## src/rtl/alarm_pkg.sv

```systemverilog
// Shared types and widths for the VGA clock alarm sequencer.
package alarm_pkg;

    typedef enum logic [1:0] {
        OFF     = 2'd0,
        ARMED   = 2'd1,
        RINGING = 2'd2,
        SNOOZE  = 2'd3
    } alarm_state_t;

    localparam int unsigned HOUR_W = 4;
    localparam int unsigned MIN_W  = 6;
    localparam int unsigned SEC_W  = 6;

    // Counter width able to hold 0..limit-1, never narrower than one bit.
    function automatic int unsigned cnt_width(input int unsigned limit);
        return (limit > 1) ? $clog2(limit) : 1;
    endfunction

endpackage

```

## src/rtl/alarm_sequencer_tone_gen.sv

```systemverilog
// Free-running square-wave divider producing the buzzer tone.
module tone_gen
    import alarm_pkg::*;
#(
    parameter int unsigned TONE_DIV = 5000
) (
    input  logic video_clk,
    input  logic reset,
    output logic tone
);

    localparam int unsigned        CNT_W   = cnt_width(TONE_DIV);
    localparam logic [CNT_W-1:0]   CNT_MAX = CNT_W'(TONE_DIV - 1);

    logic [CNT_W-1:0] tone_cnt;

    always_ff @(posedge video_clk) begin
        if (reset) begin
            tone_cnt <= '0;
            tone     <= 1'b0;
        end else if (tone_cnt == CNT_MAX) begin
            tone_cnt <= '0;
            tone     <= ~tone;
        end else begin
            tone_cnt <= tone_cnt + CNT_W'(1);
        end
    end

endmodule

```

## src/rtl/alarm_sequencer.sv

```systemverilog
// Alarm FSM (OFF/ARMED/RINGING/SNOOZE), ring cadence and buzzer gating.
// Build option ALARM_ESCALATE_EN: ringing becomes continuous after ESCALATE_S seconds.
module alarm_sequencer
    import alarm_pkg::*;
#(
    parameter int unsigned TONE_DIV       = 5000,
    parameter int unsigned RING_TIMEOUT_S = 60,
    parameter int unsigned SNOOZE_S       = 300
`ifdef ALARM_ESCALATE_EN
    ,
    parameter int unsigned ESCALATE_S     = 30
`endif
) (
    input  logic              video_clk,
    input  logic              reset,
    input  logic              tick_1hz,
    input  logic [HOUR_W-1:0] hours,
    input  logic [MIN_W-1:0]  minutes,
    input  logic [SEC_W-1:0]  seconds,
    input  logic [HOUR_W-1:0] al_hours,
    input  logic [MIN_W-1:0]  al_minutes,
    input  logic              toggle_pulse,
    input  logic              snooze_pulse,
    output logic              al_on,
    output logic              ringing,
    output logic              snoozing,
    output logic              buzzer_out
);

    localparam int unsigned       RING_W    = cnt_width(RING_TIMEOUT_S);
    localparam int unsigned       SNZ_W     = cnt_width(SNOOZE_S);
    localparam logic [RING_W-1:0] RING_LAST = RING_W'(RING_TIMEOUT_S - 1);
    localparam logic [SNZ_W-1:0]  SNZ_LAST  = SNZ_W'(SNOOZE_S - 1);
`ifdef ALARM_ESCALATE_EN
    localparam logic [RING_W-1:0] ESC_AT    = RING_W'(ESCALATE_S - 1);
`endif

    alarm_state_t      state, state_n;
    logic [RING_W-1:0] ring_cnt, ring_cnt_n;
    logic [SNZ_W-1:0]  snz_cnt, snz_cnt_n;
    logic              beep_gate, beep_gate_n;
    logic              match, match_q, trig;
    logic              tone;

    tone_gen #(.TONE_DIV(TONE_DIV)) u_tone_gen (
        .video_clk (video_clk),
        .reset     (reset),
        .tone      (tone)
    );

    // Rising edge of the alarm-time match so a held match fires only once.
    assign match = (hours == al_hours) && (minutes == al_minutes) && (seconds == SEC_W'(0));
    assign trig  = match && !match_q;

    always_comb begin
        state_n     = state;
        ring_cnt_n  = ring_cnt;
        snz_cnt_n   = snz_cnt;
        beep_gate_n = beep_gate;
        case (state)
            OFF: begin
                if (toggle_pulse) state_n = ARMED;
            end
            ARMED: begin
                if (toggle_pulse) begin
                    state_n = OFF;
                end else if (trig) begin
                    state_n     = RINGING;
                    ring_cnt_n  = '0;
                    beep_gate_n = 1'b1;
                end
            end
            RINGING: begin
                if (toggle_pulse) begin
                    state_n = OFF;
                end else if (snooze_pulse) begin
                    state_n   = SNOOZE;
                    snz_cnt_n = '0;
                end else if (tick_1hz) begin
                    if (ring_cnt == RING_LAST) begin
                        state_n = ARMED;
                    end else begin
                        ring_cnt_n  = ring_cnt + RING_W'(1);
                        beep_gate_n = ~beep_gate;
                    end
                end
            end
            SNOOZE: begin
                if (toggle_pulse) begin
                    state_n = OFF;
                end else if (tick_1hz) begin
                    if (snz_cnt == SNZ_LAST) begin
                        state_n     = RINGING;
                        ring_cnt_n  = '0;
                        beep_gate_n = 1'b1;
                    end else begin
                        snz_cnt_n = snz_cnt + SNZ_W'(1);
                    end
                end
            end
            default: state_n = OFF;
        endcase
`ifdef ALARM_ESCALATE_EN
        // Past the escalation point the gate stays open for the rest of this ring.
        if ((state_n == RINGING) && (ring_cnt_n >= ESC_AT)) beep_gate_n = 1'b1;
`endif
    end

    // Buzzer is also cut on the exit edge so it drops together with the status bits.
    always_ff @(posedge video_clk) begin
        if (reset) begin
            state      <= OFF;
            ring_cnt   <= '0;
            snz_cnt    <= '0;
            beep_gate  <= 1'b0;
            match_q    <= 1'b0;
            buzzer_out <= 1'b0;
            al_on      <= 1'b0;
            ringing    <= 1'b0;
            snoozing   <= 1'b0;
        end else begin
            state      <= state_n;
            ring_cnt   <= ring_cnt_n;
            snz_cnt    <= snz_cnt_n;
            beep_gate  <= beep_gate_n;
            match_q    <= match;
            buzzer_out <= (state == RINGING) && (state_n == RINGING) && beep_gate && tone;
            al_on      <= (state_n != OFF);
            ringing    <= (state_n == RINGING);
            snoozing   <= (state_n == SNOOZE);
        end
    end

endmodule

```

## config.mk

```make
export PLATFORM = sky130hd
export DESIGN_NAME = alarm_sequencer
export DESIGN_NICKNAME = d
export VERILOG_FILES = /design/src/rtl/alarm_pkg.sv /design/src/rtl/alarm_sequencer_tone_gen.sv /design/src/rtl/alarm_sequencer.sv
export SDC_FILE = /design/constraint.sdc
export NUM_CORES = 1
export LEC_CHECK = 0
export CAP_MARGIN = 10
export CORE_ASPECT_RATIO = 1.2
export CORE_MARGIN = 1.5
export CORE_UTILIZATION = 26
export DETAILED_ROUTE_END_ITERATION = 10
export HOLD_SLACK_MARGIN = 0.12
export PLACE_DENSITY = 0.46
export SLEW_MARGIN = 10
export SYNTH_ARGS = -nofsm -noshare
export SYNTH_HDL_FRONTEND = slang
export SYNTH_SLANG_ARGS = --single-unit
```

## constraint.sdc

```tcl
create_clock -name video_clk -period 2.8 [get_ports video_clk]
set_input_delay 0.42 -clock video_clk [delete_from_list [all_inputs] [get_ports video_clk]]
set_output_delay 0.42 -clock video_clk [all_outputs]
set_load 0.01 [all_outputs]
```

* Word level (Yosys, flattened, before mapping)
Cells that the tools add are included.
Storage, ports and cells: bits of input ports 31, output and inout port bits 4, word-level logic and storage cells 89, flip-flop bits (word level) 37
Cells by class: bitwise operators 2, multiplexer cells 37, add/subtract/negate cells 3, equal/unequal tests 21, reductions and logical operators 15
Operators with widths (number):
- two-way mux 6 bit | 9
- two-way mux 9 bit | 5
- inequality test 2 bit (second input constant) | 11
- two-way mux 2 bit | 10
- case mux 6 bit (3 select lines) | 1
- case mux 9 bit (2 select lines) | 1
- adder 13 x 1 -> 13 bit (second input constant) | 1
- == test 13 bit (second input constant) | 1
- AND reduction 10 bit | 1
- adder 9 x 1 -> 9 bit (second input constant) | 1
- == test 9 bit (second input constant) | 1
- two-way mux 1 bit | 9
- == test 2 bit (second input constant) | 4
- case mux 2 bit (4 select lines) | 1
- adder 6 x 1 -> 6 bit (second input constant) | 1
- == test 6 bit | 1
- == test 6 bit (second input constant) | 1
- logical AND 1 bit | 6
- logical NOT 6 bit | 1
- AND reduction 6 bit | 1
- == test 4 bit | 1
- nonzero test 2 bit | 2
- case mux 1 bit (3 select lines) | 1
- nonzero test 3 bit | 1
- 5 further kinds | 6

* Logic depth before layout (Yosys ltp)
Gate-level depths: netlist of run 1.
word-level depth 11, depth in mapped cells 8, gate-level depth less buffers 7

* Cells and area by module
Synthesis of run 1 repeated with hierarchy kept, for this count alone.
Unflattened totals: cells, all modules 244, area total of the unflattened synthesis 2073.2 sq um
By module, submodules not included:
- alarm_sequencer | seq. area each 460.4 sq um, area each 1468.9 sq um, instances 1, cells an instance 176
- tone_gen | seq. area each 280.3 sq um, area each 604.3 sq um, instances 1, cells an instance 68

* Worst setup path before layout of run 1
OpenSTA, ideal clock, no wires.
path kind register -> register, start point reg state[0], end point reg snz_cnt[6], period minus slack after synthesis 1871 ps, buffers on the path 1, data arrival time 1755 ps, data required time 2684 ps, path slack 929 ps, library setup time 116 ps, cell stages (with the launch flop) 9, cells stage by stage dfxtp_1 -> inv_1 -> ha_1 -> buf_2 -> nor2_1 -> a211o_1 -> a211oi_2 -> a211oi_1 -> a31o_1
On the way: cells in the longest elaborated chain, start to end 3, elaborated cells between the ends (all ways) 10, those cells by class 7 x eq/ne; 1 x mux; 2 x reduce/logical
RTL lines:
- start, declared | RTL line alarm_sequencer.sv:38 | alarm_state_t state, state_n;
- start signal, assigned | RTL line alarm_sequencer.sv:122 | state <= state_n;
- == test 2 bit | RTL line alarm_sequencer.sv:60 | case (state)
- inequality test 2 bit (no line) or nonzero test 2 bit (tied branches)
- AND reduction 6 bit (no line)
- end signal, assigned | RTL line alarm_sequencer.sv:124 | snz_cnt <= snz_cnt_n;
- end, declared | RTL line alarm_sequencer.sv:40 | logic [SNZ_W-1:0] snz_cnt, snz_cnt_n;
Several ways; a longest one is shown, not always the timed one. A chain may end at the register's enable or synchronous reset.

* Final worst setup path of run 1
start point reg state[0], end point reg buzzer_out
On the way: cells in the longest elaborated chain, start to end 9, elaborated cells between the ends (all ways) 19, those cells by class 4 x eq/ne; 11 x mux; 4 x reduce/logical
RTL lines:
- two-way mux 2 bit | RTL line alarm_sequencer.sv:80 | if (ring_cnt == RING_LAST) begin
- two-way mux 2 bit | RTL line alarm_sequencer.sv:79 | end else if (tick_1hz) begin
- two-way mux 2 bit | RTL line alarm_sequencer.sv:76 | end else if (snooze_pulse) begin
- two-way mux 2 bit | RTL line alarm_sequencer.sv:74 | if (toggle_pulse) begin
- case mux 2 bit (4 select lines) | RTL line alarm_sequencer.sv:60
- == test 2 bit | RTL line alarm_sequencer.sv:127 | buzzer_out <= (state == RINGING) && (state_n == RINGING) && beep_gate && tone;
- logical AND 1 bit * (3 in a row) | RTL line alarm_sequencer.sv:127
- end signal, assigned | RTL line alarm_sequencer.sv:127
- end, declared | RTL line alarm_sequencer.sv:27 | output logic buzzer_out
Mark *: on every way between the ends. The rest lies on a longest branch, timed or not.

==> impl_metrics.csv, run 1 <==
group,metric,value,unit
layout,antenna-diode-count,0,
sta,hold_viol_final,0,
sta,finalMaxSlewViolations,0,
grt,antenna_found_initial,0,
layout,final_cell_count_no_fill,361,
placement,numPortBuffers,34,
critical_path,r2r_start,"state[0]$_SDFF_PP0_",
worst_hold_path,holdPathStages,1,
die,die_h,101,um
clocking,clk_latency,0.29,ns
layout,area_growth,27.7,%
sta,max_freq,0.443,GHz
clocking,clockRootBuffer,"clkbuf_8",
layout,drive_gt1_share,10.4,%
detailed_routing,vias,1716,
die,num_io_pins,35,
critical_path,cp.required,2.97,ns
detailed_routing,firstDrtPassIters,4,
sta,setup_tns,0,ns
die,fp-row-count,35,
layout,design_area,2630,sq um
sta,rsz0062_at_grt,"false",
die,initial_core_util,26.9,%
clocking,clk_pin_slew,0.08,ns
critical_path,reg2reg_depth,7,
clocking,clk_path_buf_depth,2,
sta,worst-slew-pin-transition,0.504,ns
critical_path,end_kind,"flop",
placement,gp_congestion,0.719,
detailed_routing,wire_per_inst,12.8,um
yosys,syn_inst,228,
clocking,holdBufCountCts,0,
detailed_routing,wl,4.60,mm
critical_path,ff2ff_setup_slack,0.54,ns
placement,place_area,2530,sq um
power_and_ir_drop,finalPower,0.00116,W
worst_hold_path,hold_start,"u_tone_gen.tone_cnt[0]$_SDFF_PP0_",
critical_path,cp_max_fo,11,
critical_path,r2r_end,"buzzer_out$_SDFF_PP0_",
detailed_routing,dr.first_iter.drc_count,75,
worst_hold_path,hp-class,"reg2reg",
die,die-area,8480,sq um
grt,grt.overflow.total,0,
placement,placed_cells,353,
detailed_routing,viasPerCell,4.75,
power_and_ir_drop,leakagePower,0.889,nW
yosys,async_flop_share,0,%
sta,setup_viol,0,
clocking,clock-sinks,37,
yosys,syn-cell-area,2060,sq um
clocking,cts_tree,"done",
detailed_routing,drc_errors,0,
yosys,syn-num-nets,266,
power_and_ir_drop,ir_drop,0.169,mV
layout,layout_common_cells,"dfxtp_1, nor2_1, clkdlybuf4s50_1, xnor2_1, inv_1",
sta,relSlewSlack,66.3,%
critical_path,start_kind,"flop",
clocking,cts_inserted_buffers,5,
yosys,synth-edff-count,0,
clocking,htreeDepth,2,
sta,finalCriticalPeriod,2.26,ns
clocking,post_cts_buffers,0,
clocking,cts_resized,0,
sta,post-route-period-util,80.6,%
grt,grt_start_max_net_pins,16,
critical_path,crit_arrival,2.43,ns
worst_hold_path,whs_endpoint,"u_tone_gen.tone_cnt[0]$_SDFF_PP0_",
sta,worst_clock_skew,0.00346,ns
critical_path,worst-setup-path-type,"reg2reg",
layout,fin_nets,306,
die,die_w,84.3,um
yosys,yosys_register_bits,37,
layout,final_common_cell,"dfxtp_1",
grt,grt_pass1_vias,1662,
grt,grt_usage,11.4,%
grt,grt_pass1_wl,7.78,mm
outcome,status,"completed",
detailed_routing,ant_nets,0,
yosys,yosysWarnings,0,
power_and_ir_drop,powerDensity,439,nW/um^2
yosys,avgSynthCellArea,9.04,sq um
placement,dpl.hpwl,3.48,mm
yosys,ys_types,59,
sta,fin_hold_ws,0.447,ns
flow_run,drv_cap,0,
die,coreArea,7660,sq um
yosys,yosysSeqAreaShare,35.9,%
yosys,synth_ff_type,"dfxtp_1",
## report_power, final
| part | total, W | switching, W | internal (W) | leakage (nW) |
|---|---|---|---|---|
| clock network | 0.000434 | 0.000206 | 0.000228 | 0.0549 |
| logic | 0.000175 | 0.0000809 | 0.0000945 | 0.535 |
| registers | 0.000546 | 0.00000860 | 0.000538 | 0.299 |
## per-layer routing
metal,part of all wire (%),global-route usage (%),vias up
met4,1.4,4.92,0
met2,49,20.6,26
li1,-,-,898
met1,46,13.0,788
met3,3.6,2.46,4
met5,0,0,-
## sequential cells by signal (all words and copies together), names as in the netlist
signal               cells
al_on                    1
beep_gate                1
buzzer_out               1
match_q                  1
ring_cnt                 6
ringing                  1
snoozing                 1
snz_cnt                  9
state                    2
u_tone_gen.tone          1
u_tone_gen.tone_cnt     13
## cells by family after synthesis
kind of cell | synth area share, %
AND/OR/NAND/NOR | 23.9
AO/OA/AOI/OAI | 19.5
flip-flops | 35.9
XOR/XNOR | 11.9
buffers and inverters | 3.52
adder cells (fa/ha/maj) | 4.25
multiplexers | 0.971
## layout make-up
class,count,area [sq um]
Timing Repair Buffer,38,370
Clock inverter,1,8.76
Fill cell,816,5030
Clock buffer,7,96.3
Multi-Input combinational cell,172,1250
Tap cell,92,115
Inverter,14,52.6
Sequential cell,37,741
## cells in the mapped netlist, drive strengths merged, types with 3 or more instances
library cell | n | area, sq um
a211oi | 3 | 27.5
a21oi | 3 | 15.0
nand4 | 6 | 52.6
o21ai | 6 | 33.8
a2111oi | 5 | 75.1
or2 | 3 | 18.8
xor2 | 8 | 70.1
nand2 | 12 | 45.0
inv | 14 | 52.6
and3 | 3 | 18.8
nand3 | 11 | 55.1
nand2b | 5 | 31.3
o41ai | 3 | 52.6
nor4 | 3 | 25.0
ha | 7 | 87.6
clkbuf | 3 | 11.3
xnor2 | 20 | 175
nor2 | 34 | 128
nor2b | 5 | 31.3
o2bb2ai | 3 | 26.3
dfxtp | 37 | 741
## critical path, cell delays in order, from the launching register on
cell	delay, ns
dfxtp_1	0.36
inv_1	0.13
ha_1	0.46
inv_1	0.20
o21a_1	0.21
or3b_1	0.34
a22o_1	0.28
nor3b_2	0.16
## through the flow
step	utilization, %	worst slack [ns]
5_1_grt	34.4	0.398
3_3_place_gp	33.0	0.365
4_1_cts	34.4	0.536
2_1_floorplan	-	0.929
6_report	34.4	0.544
3_5_place_dp	33.0	0.345
## worst max-delay path by stage
stage / cells after the start / from / endpoint
final: 7 / state[0]$_SDFF_PP0_ / buzzer_out$_SDFF_PP0_
after global routing: 7 / state[0]$_SDFF_PP0_ / buzzer_out$_SDFF_PP0_
after CTS: 7 / state[0]$_SDFF_PP0_ / buzzer_out$_SDFF_PP0_
after detailed placement: 6 / seconds[1] / ring_cnt[4]$_SDFFE_PP0P_
after global placement: 6 / seconds[1] / ring_cnt[4]$_SDFFE_PP0P_
after floorplan: 8 / state[0]$_SDFF_PP0_ / snz_cnt[6]$_SDFFE_PP0P_
Note: power is estimated with default switching activity, not from simulation.
==> run 2, diff against run 1 <==
--- a/config.mk
+++ b/config.mk
@@ -11,7 +11,7 @@
 export CORE_UTILIZATION = 26
 export DETAILED_ROUTE_END_ITERATION = 10
 export HOLD_SLACK_MARGIN = 0.12
-export PLACE_DENSITY = 0.46
+export PLACE_DENSITY = 0.48
 export SLEW_MARGIN = 10
 export SYNTH_ARGS = -nofsm -noshare
 export SYNTH_HDL_FRONTEND = slang
==> constraint.sdc (replaced) <==
create_clock -name video_clk -period 1.99 [get_ports video_clk]
set_input_delay 0.2985 -clock video_clk [delete_from_list [all_inputs] [get_ports video_clk]]
set_output_delay 0.2985 -clock video_clk [all_outputs]
set_load 0.01 [all_outputs]
==> run 2 against run 1 <==
Global-route usage up 0.32 points. Hold slack better by 0.0027 ns. Via count up 6.1%. Sequential cell count unchanged. Routed wire length up 2.2%. Sequential share of layout area down 2.3 points. Power up 43%. Die area unchanged. Critical endpoint unchanged. Highest routed layer unchanged.
==> impl_metrics.csv, run 2 (synthesis gave the netlist of run 1 again) <==
group,metric,value,unit
die,coreArea,7660,sq um
layout,area_growth,38.8,%
detailed_routing,wire_per_inst,12.2,um
power_and_ir_drop,p_switching,0.000420,W
detailed_routing,firstDrtPassIters,4,
layout,top_register,"u_tone_gen.tone_cnt",
critical_path,cp.depth,7,
power_and_ir_drop,ir_drop,0.338,mV
layout,fin_nets,331,
clocking,clk_pin_slew,0.08,ns
critical_path,cp_max_fo,5,
detailed_routing,dr.first_iter.drc_count,67,
critical_path,slowest_delay,0.33,ns
detailed_routing,viasPerCell,4.72,
outcome,status,"completed",
grt,grt_pass1_vias,1780,
power_and_ir_drop,power.share.sequential,46.5,%
layout,layout_common_cells,"dfxtp_1, nor2_1, clkdlybuf4s50_1, buf_4, xnor2_1",
grt,grt_usage,11.7,%
sta,worst_clock_skew,0.00766,ns
power_and_ir_drop,switching_share,25.4,%
sta,worst-slew-pin-transition,0.463,ns
detailed_routing,drc_errors,0,
layout,num-fill-cells,788,
critical_path,crit_path_top_delay_cell,"dfxtp_1",
sta,finalCriticalPeriod,1.90,ns
critical_path,start_kind,"flop",
layout,largestRegisters,"u_tone_gen.tone_cnt x13, snz_cnt x9, ring_cnt x6",
die,fp-row-count,35,
clocking,post_cts_buffers,0,
clocking,cts_tree,"done",
placement,placed_cells,378,
detailed_routing,wl,4.71,mm
critical_path,crit_chain,"ha_1 > nor2b_2 > buf_4 > a311o_1 > a221oi_2 > a22o_1 > nor3b_2",
detailed_routing,vias,1820,
clocking,clockRootBuffer,"clkbuf_8",
worst_hold_path,hp-class,"reg2reg",
clocking,cts_inserted_buffers,5,
clocking,htreeDepth,2,
grt,grt.overflow.total,0,
die,num_io_pins,35,
die,die_w,84.3,um
clocking,clock-sinks,37,
grt,grt_pass1_wl,8.05,mm
placement,numPortBuffers,34,
detailed_routing,ant_nets,0,
grt,grt_start_max_net_pins,13,
layout,antenna-diode-count,0,
sta,relSlewSlack,69.2,%
sta,finalMaxSlewViolations,0,
clocking,clk_latency,0.29,ns
power_and_ir_drop,internal_power,0.00123,W
placement,dp_slack,-0.193,ns
sta,fin_ws,0.0885,ns
critical_path,reg2reg_depth,7,
sta,setup_viol,0,
flow_run,drv_cap,0,
sta,rsz0062_at_grt,"true",
layout,postLayoutCoreUtil,37.4,%
die,die_h,101,um
critical_path,cp_top_family,"compound AO/OA/AOI/OAI gates",
sta,post-route-period-util,95.6,%
sta,max_freq,0.526,GHz
worst_hold_path,holdPathStages,1,
critical_path,end_kind,"flop",
layout,final_common_cell,"dfxtp_1",
grt,antenna_found_initial,0,
die,initial_core_util,26.9,%
critical_path,cp.required,2.22,ns
power_and_ir_drop,finalPower,0.00165,W
power_and_ir_drop,leakagePower,1.02,nW
power_and_ir_drop,powerDensity,577,nW/um^2
die,die-area,8480,sq um
layout,largest_reg_flops,13,
sta,hold_viol_final,0,
layout,final_cell_count_no_fill,386,
critical_path,worst-setup-path-type,"reg2reg",
layout,drive_gt1_share,20.1,%
power_and_ir_drop,clock_power_share,36.6,%
placement,dpl.hpwl,3.68,mm
clocking,clk_path_buf_depth,2,
power_and_ir_drop,comb_power_share,16.9,%
critical_path,crit_buf_inv,1,
critical_path,crit_arrival,2.13,ns
placement,gp_congestion,0.691,
[run 2: layer usage]
metal	wire length [um]	GRT usage (%)	share of wire (%)	up-vias
met5	0	0	0	-
met4	86	5.04	1.8	0
met2	2350	21.4	50	29
li1	-	-	-	941
met1	2090	13.1	44	844
met3	181	2.62	3.8	6
[run 2: area by class of cell]
class | count | area [sq um] | share of cell area (%)
multi-input cells | 172 | 1290 | 45.1
well taps | 92 | 115 | 4.02
flip-flops and latches | 37 | 741 | 25.9
inverters | 14 | 52.6 | 1.84
repair buffers | 63 | 558 | 19.5
clock buffers | 7 | 96.3 | 3.37
clock inverters | 1 | 8.76 | 0.306
[run 2: final timing paths]
check | end | slack, ns | startpoint
hold / removal | u_tone_gen.tone_cnt[0]$_SDFF_PP0_ | 0.45 | u_tone_gen.tone_cnt[0]$_SDFF_PP0_
setup reg to reg | buzzer_out$_SDFF_PP0_ | 0.09 | ring_cnt[0]$_SDFFE_PP0P_
setup / recovery | buzzer_out$_SDFF_PP0_ | 0.09 | ring_cnt[0]$_SDFFE_PP0P_
hold reg to reg | u_tone_gen.tone_cnt[0]$_SDFF_PP0_ | 0.45 | u_tone_gen.tone_cnt[0]$_SDFF_PP0_
[run 2: repair_timing]
action	CTS	global route
hold endpoints to repair	0	0
hold buffers	0	0
setup endpoints to repair	0	16
gates resized for setup	0	8
[run 2: per-stage QoR]
| stage | hold WS (ns) | area [sq um] | setup TNS, ns |
|---|---|---|---|
| floorplan | 0.418 | 2060 | 0 |
| CTS | 0.453 | 2820 | 0 |
| detailed placement | 0.435 | 2720 | -1.76 |
| global placement | 0.433 | 2720 | -1.26 |
| finish | 0.450 | 2860 | 0 |
| global route | 0.477 | 2860 | -0.0202 |
[run 2: power groups by stage]
stage	clock (W)	combinational [W]	sequential, W
3_5_place_dp	0	0.000273	0.000785
5_1_grt	0.000662	0.000306	0.000771
3_3_place_gp	0	0.000272	0.000786
4_1_cts	0.000638	0.000273	0.000768
6_report	0.000605	0.000279	0.000768
2_1_floorplan	0	0.000135	0.000785
==> run 3, diff against run 2 <==
--- a/config.mk
+++ b/config.mk
@@ -10,7 +10,7 @@
 export CORE_MARGIN = 1.5
 export CORE_UTILIZATION = 26
 export DETAILED_ROUTE_END_ITERATION = 10
-export HOLD_SLACK_MARGIN = 0.12
+export HOLD_SLACK_MARGIN = 0.03
 export PLACE_DENSITY = 0.48
 export SLEW_MARGIN = 10
 export SYNTH_ARGS = -nofsm -noshare
==> results of run 3 <==
No change in the layout: final DEF, timing and power equal those of run 2.
